<file path="config.mk">
export PLATFORM = sky130hd
export DESIGN_NAME = jk_excite_ctrl_flat
export DESIGN_NICKNAME = d
export VERILOG_FILES = /design/src/rtl/jk_excite_ctrl_pkg.sv /design/src/rtl/jk_excite_ctrl_if.sv /design/src/rtl/jk_excite_ctrl_jk_cell.sv /design/src/rtl/jk_excite_ctrl.sv /design/src/flat_wrapper.sv
export SDC_FILE = /design/constraint.sdc
export NUM_CORES = 1
export LEC_CHECK = 0
export CORE_MARGIN = 3
export CORE_UTILIZATION = 49
export DETAILED_ROUTE_END_ITERATION = 12
export MAX_ROUTING_LAYER = met4
export PLACE_DENSITY = 0.78
export SYNTH_ARGS = -nofsm -noshare
export SYNTH_HDL_FRONTEND = slang
export SYNTH_SLANG_ARGS = --single-unit
export TNS_END_PERCENT = 20
</file>
<file path="constraint.sdc">
create_clock -name clk -period 3.2 [get_ports clk]
set_clock_uncertainty 0.15 [all_clocks]
set_input_delay 0.64 -clock clk [delete_from_list [all_inputs] [get_ports clk]]
set_output_delay 0.64 -clock clk [all_outputs]
set_load 0.005 [all_outputs]
</file>
<file path="src/rtl/jk_excite_ctrl_pkg.sv">
// Shared encodings for the JK excitation controller: opcodes, FSM states and
// the default register width.
package jk_excite_ctrl_pkg;

    localparam int WIDTH_DEFAULT = 4;

    typedef enum logic [1:0] {
        OP_LOAD  = 2'b00,
        OP_CLEAR = 2'b01,
        OP_UP    = 2'b10,
        OP_DOWN  = 2'b11
    } op_e;

    typedef enum logic [1:0] {
        ST_IDLE = 2'b00,
        ST_EXEC = 2'b01,
        ST_ACK  = 2'b10
    } state_e;

endpackage : jk_excite_ctrl_pkg

</file>
<file path="src/rtl/jk_excite_ctrl_if.sv">
// Command/status bundle of the JK excitation controller; the requester uses
// the master view and the controller the slave view.
interface jk_excite_ctrl_if
    import jk_excite_ctrl_pkg::*;
#(
    parameter int WIDTH = WIDTH_DEFAULT
);
    logic             cmd_valid;
    logic [1:0]       cmd;
    logic [WIDTH-1:0] din;
    logic             cmd_ready;
    logic [WIDTH-1:0] j;
    logic [WIDTH-1:0] k;
    logic [WIDTH-1:0] q;
    logic             busy;
    logic             done;

    modport master (
        output cmd_valid, cmd, din,
        input  cmd_ready, j, k, q, busy, done
    );

    modport slave (
        input  cmd_valid, cmd, din,
        output cmd_ready, j, k, q, busy, done
    );

endinterface : jk_excite_ctrl_if

</file>
<file path="src/rtl/jk_excite_ctrl_jk_cell.sv">
// Single JK flip-flop: 00 hold, 10 set, 01 reset, 11 toggle; async reset to 0.
module jk_cell (
    input  logic clk,
    input  logic rst,
    input  logic j,
    input  logic k,
    output logic q
);

    // NOTE: sequential state uses non-blocking assignments so every flop
    // samples pre-edge values regardless of process evaluation order.
    always_ff @(posedge clk or posedge rst) begin
        if (rst) begin
            q <= 1'b0;
        end else begin
            case ({j, k})
                2'b10:   q <= 1'b1;
                2'b01:   q <= 1'b0;
                2'b11:   q <= ~q;
                default: q <= q;
            endcase
        end
    end

endmodule : jk_cell

</file>
<file path="src/rtl/jk_excite_ctrl.sv">
// Command-driven register built from JK cells: the FSM converts each
// LOAD/CLEAR/UP/DOWN step into per-bit J/K excitation.
module jk_excite_ctrl
    import jk_excite_ctrl_pkg::*;
#(
    parameter int WIDTH = WIDTH_DEFAULT
) (
    input  logic                clk,
    input  logic                rst,
    jk_excite_ctrl_if.slave     bus
);

    state_e           state, state_nxt;
    op_e              op_r;
    logic [WIDTH-1:0] din_r;
    logic [WIDTH-1:0] step_cnt, step_nxt;
    logic [WIDTH-1:0] target;
    logic [WIDTH-1:0] j, k, q;
    logic             accept;
    logic             exec;
    logic             cmd_ready, busy, done;

    assign accept = (state == ST_IDLE) && bus.cmd_valid;

    always_ff @(posedge clk or posedge rst) begin
        if (rst) begin
            state <= ST_IDLE;
        end else begin
            state <= state_nxt;
        end
    end

    always_ff @(posedge clk or posedge rst) begin
        if (rst) begin
            op_r     <= OP_LOAD;
            din_r    <= '0;
            step_cnt <= '0;
        end else begin
            step_cnt <= step_nxt;
            if (accept) begin
                op_r  <= op_e'(bus.cmd);
                din_r <= bus.din;
            end
        end
    end

    // NOTE: every output of this block is given a default before the case so
    // no path leaves a variable unassigned, which would infer a latch.
    always_comb begin
        state_nxt = state;
        step_nxt  = step_cnt;
        cmd_ready = 1'b0;
        busy      = 1'b0;
        done      = 1'b0;
        exec      = 1'b0;
        case (state)
            ST_IDLE: begin
                cmd_ready = 1'b1;
                if (bus.cmd_valid) begin
                    if (bus.cmd == OP_LOAD || bus.cmd == OP_CLEAR) begin
                        state_nxt = ST_EXEC;
                        step_nxt  = WIDTH'(1);
                    end else if (bus.din == '0) begin
                        state_nxt = ST_ACK;
                        step_nxt  = '0;
                    end else begin
                        state_nxt = ST_EXEC;
                        step_nxt  = bus.din;
                    end
                end
            end
            ST_EXEC: begin
                busy     = 1'b1;
                exec     = 1'b1;
                step_nxt = step_cnt - WIDTH'(1);
                if (step_cnt == WIDTH'(1)) begin
                    state_nxt = ST_ACK;
                end
            end
            ST_ACK: begin
                done      = 1'b1;
                state_nxt = ST_IDLE;
            end
            default: begin
                state_nxt = ST_IDLE;
            end
        endcase
    end

    // Value the cells should hold after this EXEC cycle.
    always_comb begin
        target = q;
        case (op_r)
            OP_LOAD:  target = din_r;
            OP_CLEAR: target = '0;
            OP_UP:    target = q + WIDTH'(1);
            OP_DOWN:  target = q - WIDTH'(1);
            default:  target = q;
        endcase
    end

    // Excitation with don't-cares resolved to 0: set only rising bits,
    // reset only falling bits.
    assign j = exec ? (target & ~q) : '0;
    assign k = exec ? (~target & q) : '0;

    for (genvar i = 0; i < WIDTH; i++) begin : g_cell
        jk_cell u_cell (
            .clk (clk),
            .rst (rst),
            .j   (j[i]),
            .k   (k[i]),
            .q   (q[i])
        );
    end

    assign bus.cmd_ready = cmd_ready;
    assign bus.busy      = busy;
    assign bus.done      = done;
    assign bus.j         = j;
    assign bus.k         = k;
    assign bus.q         = q;

endmodule : jk_excite_ctrl

</file>
<file path="src/flat_wrapper.sv">
// flat-port wrapper written by rule: the top's interface ports become plain ports
module jk_excite_ctrl_flat import jk_excite_ctrl_pkg::*;
#(
    parameter int WIDTH = WIDTH_DEFAULT
)
  (clk, rst, bus_cmd_valid, bus_cmd, bus_din, bus_cmd_ready, bus_j, bus_k, bus_q, bus_busy, bus_done);
  jk_excite_ctrl_if #(.WIDTH(WIDTH)) bus_i ();
  input  logic clk;
  input  logic rst;
  input wire logic [$bits(bus_i.cmd_valid)-1:0] bus_cmd_valid;
  input wire logic [$bits(bus_i.cmd)-1:0] bus_cmd;
  input wire logic [$bits(bus_i.din)-1:0] bus_din;
  output wire logic [$bits(bus_i.cmd_ready)-1:0] bus_cmd_ready;
  output wire logic [$bits(bus_i.j)-1:0] bus_j;
  output wire logic [$bits(bus_i.k)-1:0] bus_k;
  output wire logic [$bits(bus_i.q)-1:0] bus_q;
  output wire logic [$bits(bus_i.busy)-1:0] bus_busy;
  output wire logic [$bits(bus_i.done)-1:0] bus_done;
  assign bus_i.cmd_valid = bus_cmd_valid;
  assign bus_i.cmd = bus_cmd;
  assign bus_i.din = bus_din;
  assign bus_cmd_ready = bus_i.cmd_ready;
  assign bus_j = bus_i.j;
  assign bus_k = bus_i.k;
  assign bus_q = bus_i.q;
  assign bus_busy = bus_i.busy;
  assign bus_done = bus_i.done;
  jk_excite_ctrl #(.WIDTH(WIDTH)) u_core (.clk(clk), .rst(rst), .bus(bus_i));
endmodule
</file>
==> run summary <==
The synthesized design contains 16 register bits. The number of placed cells counting well taps was 156; the number of failing hold endpoints at the final stage was 0. The first TritonRoute pass finished after 4 iterations.

The layout has 181 filler cells. The count of nets left with antenna violations once routing finished came out at 0. In the final timing run, aggregate negative setup slack is 0 ns. The worst setup path is captured at an output port. The count of buffers added on input and output ports is 23. The width of the die came out at 53.4 um. For the via count, the log shows 922.

Row generation in the floorplan step produced 16 rows. In the routed design, unresolved DRC markers number 0. The number of buffer and inverter instances along the worst setup path was 1; the number of top-level design ports was 24. The share of the Yosys chip area taken by registers is 36.4%.

TritonCTS built the clock tree. The total overflow left after global routing is 0. The floorplan step defined a core boundary enclosing 2040 um^2. The overall power of the completed layout is 1.43 mW.

Walking the worst path, the cells encountered are xnor2_2 > ha_2 > mux2_2 > a21oi_4 > and3_1 > clkdlybuf4s50_1. Using the TritonRoute via totals, the vias-per-cell ratio works out to 5.66. The area enclosed by the die boundary is 2850 um^2. The number of pins exceeding their max-slew limit in the final report was 0; the share of cells above drive strength 1 was 19.9%.

The flow ran to the end, and the final reports show no timing, DRC or antenna violations. Detailed placement ended at an HPWL of 1.72 mm. For the net count of the mapped netlist, the log shows 133. The count of flip-flops with a built-in enable after synthesis came out at 0. Number of antenna violations at the first check in global routing: 0. The type of the setup path with the least slack was flop to output port.

The post-route fraction of the period consumed by the critical path works out to 96.4%. The flop-to-flop setup slack came out at 1.45 ns. Power spread over the standard cell area amounts to 1080 nW/um^2.

The number of max-cap violations is 0. dfrtp_1 is the most common cell in the netlist. The fraction of registers with async set/reset is 100%, and the number of global-route vias before repair is 859. Buffers inserted during clock tree synthesis total 3. The tightest hold path in the finished design has a slack of 0.378 ns. The post-synthesis area per instance was 9.08 um^2. The worst hold path belongs to the class flop to flop.

The routed design could run at a clock period as short as 3.09 ns. In this run the static leakage power is 0.561 nW. The transition time at the pin with the least slew margin was 0.619 ns; the final weighted congestion in routability-driven placement was 0.914. Entering global routing, the biggest net connects 17 pins.

The tools report the maximum VDD drop as 0.544 mV. For the worst setup path, the data arrival time is 2.30 ns. The slowest stage of the critical path is the clkdlybuf4s50_1 cell. The top-area cell type share of the netlist area is 36.4%. The number of H-tree levels was 1. The required arrival time at the worst endpoint was 2.41 ns. By count the netlist is led by dfrtp_1, a21oi_1, buf_4. The per-cell routed wire length is 14.3 um. The relative area change from synthesis to final layout is 20.5%, and the stage delay of the slowest cell on the critical path is 0.49 ns. The clock transition at the registers of the reported paths came out at 0.10 ns. Clock tree synthesis found a total of 16 sinks.

For this run, the post-layout net count is 149. STA classifies the critical path startpoint as a flop. Summed over all layers, the routed wires come to 2.34 mm. The die is 53.4 um tall. The tools report the normalized max-slew margin as 58.7%. In the synthesized netlist, the number of instances is 121.

Leaving out filler cells and counting taps, the final layout contains 163. By area the synthesized netlist is led by dfrtp_1, buf_4, a21oi_1. The maximum clock insertion buffer count is 2, and the number of DRC markers in iteration 0 is 35. For this run, the top clock speed supported by timing is 324 MHz. The biggest fanout along the worst timing path works out to 5. The most instantiated flip-flop cell in the synthesis netlist was dfrtp_1. Setup violations remaining at the end of the flow were counted as 0. The number of antenna diodes in the final layout is 0.

The Yosys step of the flow raised 0 warnings. Effective utilization at floorplan: 53.8%. The first global-routing pass estimated 3.90 mm of wire.

The kind of cell with the highest combined delay along the critical path is buffers and inverters. The clock latency of the later-clocked register in the worst-skew pair was 0.28 ns; the overall track demand over capacity in global routing was 19.5%. The number of different library cells used by synthesis comes to 42. CTS placed an instance of clkbuf_4 at the clock tree root. The synthesized netlist occupies a cell area of 1100 um^2. The dominant cell type by area after synthesis is dfrtp_1.
## kinds of logic after synthesis
kind of cell	count (synthesis)	synth area share, %
buf+inv	27	15.7
compound gates	35	20.5
fa+ha+maj	3	3.42
xor+xnor	1	0.797
flops	16	36.4
simple gates	33	17.0
mux	6	6.15
## layer usage
layer | vias to the layer above | part of all wire, % | wire length (um) | global-route usage, %
li1 | 450 | - | - | -
met1 | 440 | 45 | 1060 | 25.8
met2 | 30 | 48 | 1130 | 29.6
met3 | 2 | 5.7 | 132 | 3.66
met4 | 0 | 0.56 | 13 | 6.81
met5 | - | 0 | 0 | -
## what timing repair did
| action | CTS | global route |
|---|---|---|
| buffers inserted | 1 | 2 |
| pin swaps | 0 | 1 |
| gates resized for setup | 2 | 4 |
| setup endpoints to repair | 2 | 2 |
| hold buffers | 0 | 0 |
## per-stage QoR
| stage | cell area, um^2 | setup WS (ns) | utilization, % |
|---|---|---|---|
| global placement | 1240 | 0.356 | 60.8 |
| global route | 1320 | -0.000951 | 64.8 |
| CTS | 1290 | 0.0145 | 63.1 |
| detailed placement | 1240 | 0.251 | 60.8 |
| finish | 1320 | 0.115 | 64.8 |
| floorplan | 1100 | 0.681 | - |
## power breakdown
group | internal (mW) | switching (mW)
Clock | 0.0692 | 0.0677
Sequential | 0.307 | 0.122
Combinational | 0.467 | 0.394
Total | 0.843 | 0.584
## placed cells by master, fill, tap and decap left out, drive strengths merged, types with 3 or more instances in the layout
cell / count
nand3: 3
nand2b: 3
inv: 10
nor3: 4
buf: 5
mux2: 6
a21oi: 16
ha: 3
clkdlybuf4s50: 22
clkbuf: 4
o22ai: 3
nor2: 3
nor3b: 3
o21ai: 3
nand2: 9
dfrtp: 16
## cell type report
type | count | area, um^2 | share of cell area, %
clock buffer | 4 | 36.3 | 2.74
inverter | 10 | 37.5 | 2.84
multi-input combinational | 78 | 543 | 41.0
sequential | 16 | 403 | 30.4
tap | 27 | 33.8 | 2.55
timing repair buffer | 28 | 270 | 20.4
## state kept, by name, indices dropped and copies added, names as in the netlist
signal                  cells
u_core.state                2
u_core.g_cell.u_cell.q      4
u_core.din_r                4
u_core.step_cnt             4
u_core.op_r                 2
## worst paths after layout
path                                                            start                                     to  cells past startpoint
min in group asynchronous                                         rst  u_core.g_cell[2].u_cell.q$_DFFE_PP0P_                      2
max in group asynchronous                                         rst             u_core.op_r[0]$_DFFE_PP0P_                      2
worst min register to register            u_core.din_r[1]$_DFFE_PP0P_            u_core.din_r[1]$_DFFE_PP0P_                      1
worst max register to register            u_core.state[1]$_DFFE_PP0P_         u_core.step_cnt[2]$_DFFE_PP0P_                      5
worst min-delay path                      u_core.din_r[1]$_DFFE_PP0P_            u_core.din_r[1]$_DFFE_PP0P_                      1
worst max-delay path            u_core.g_cell[1].u_cell.q$_DFFE_PP0P_                               bus_k[2]                      6
Note: power is estimated with default switching activity, not from simulation.
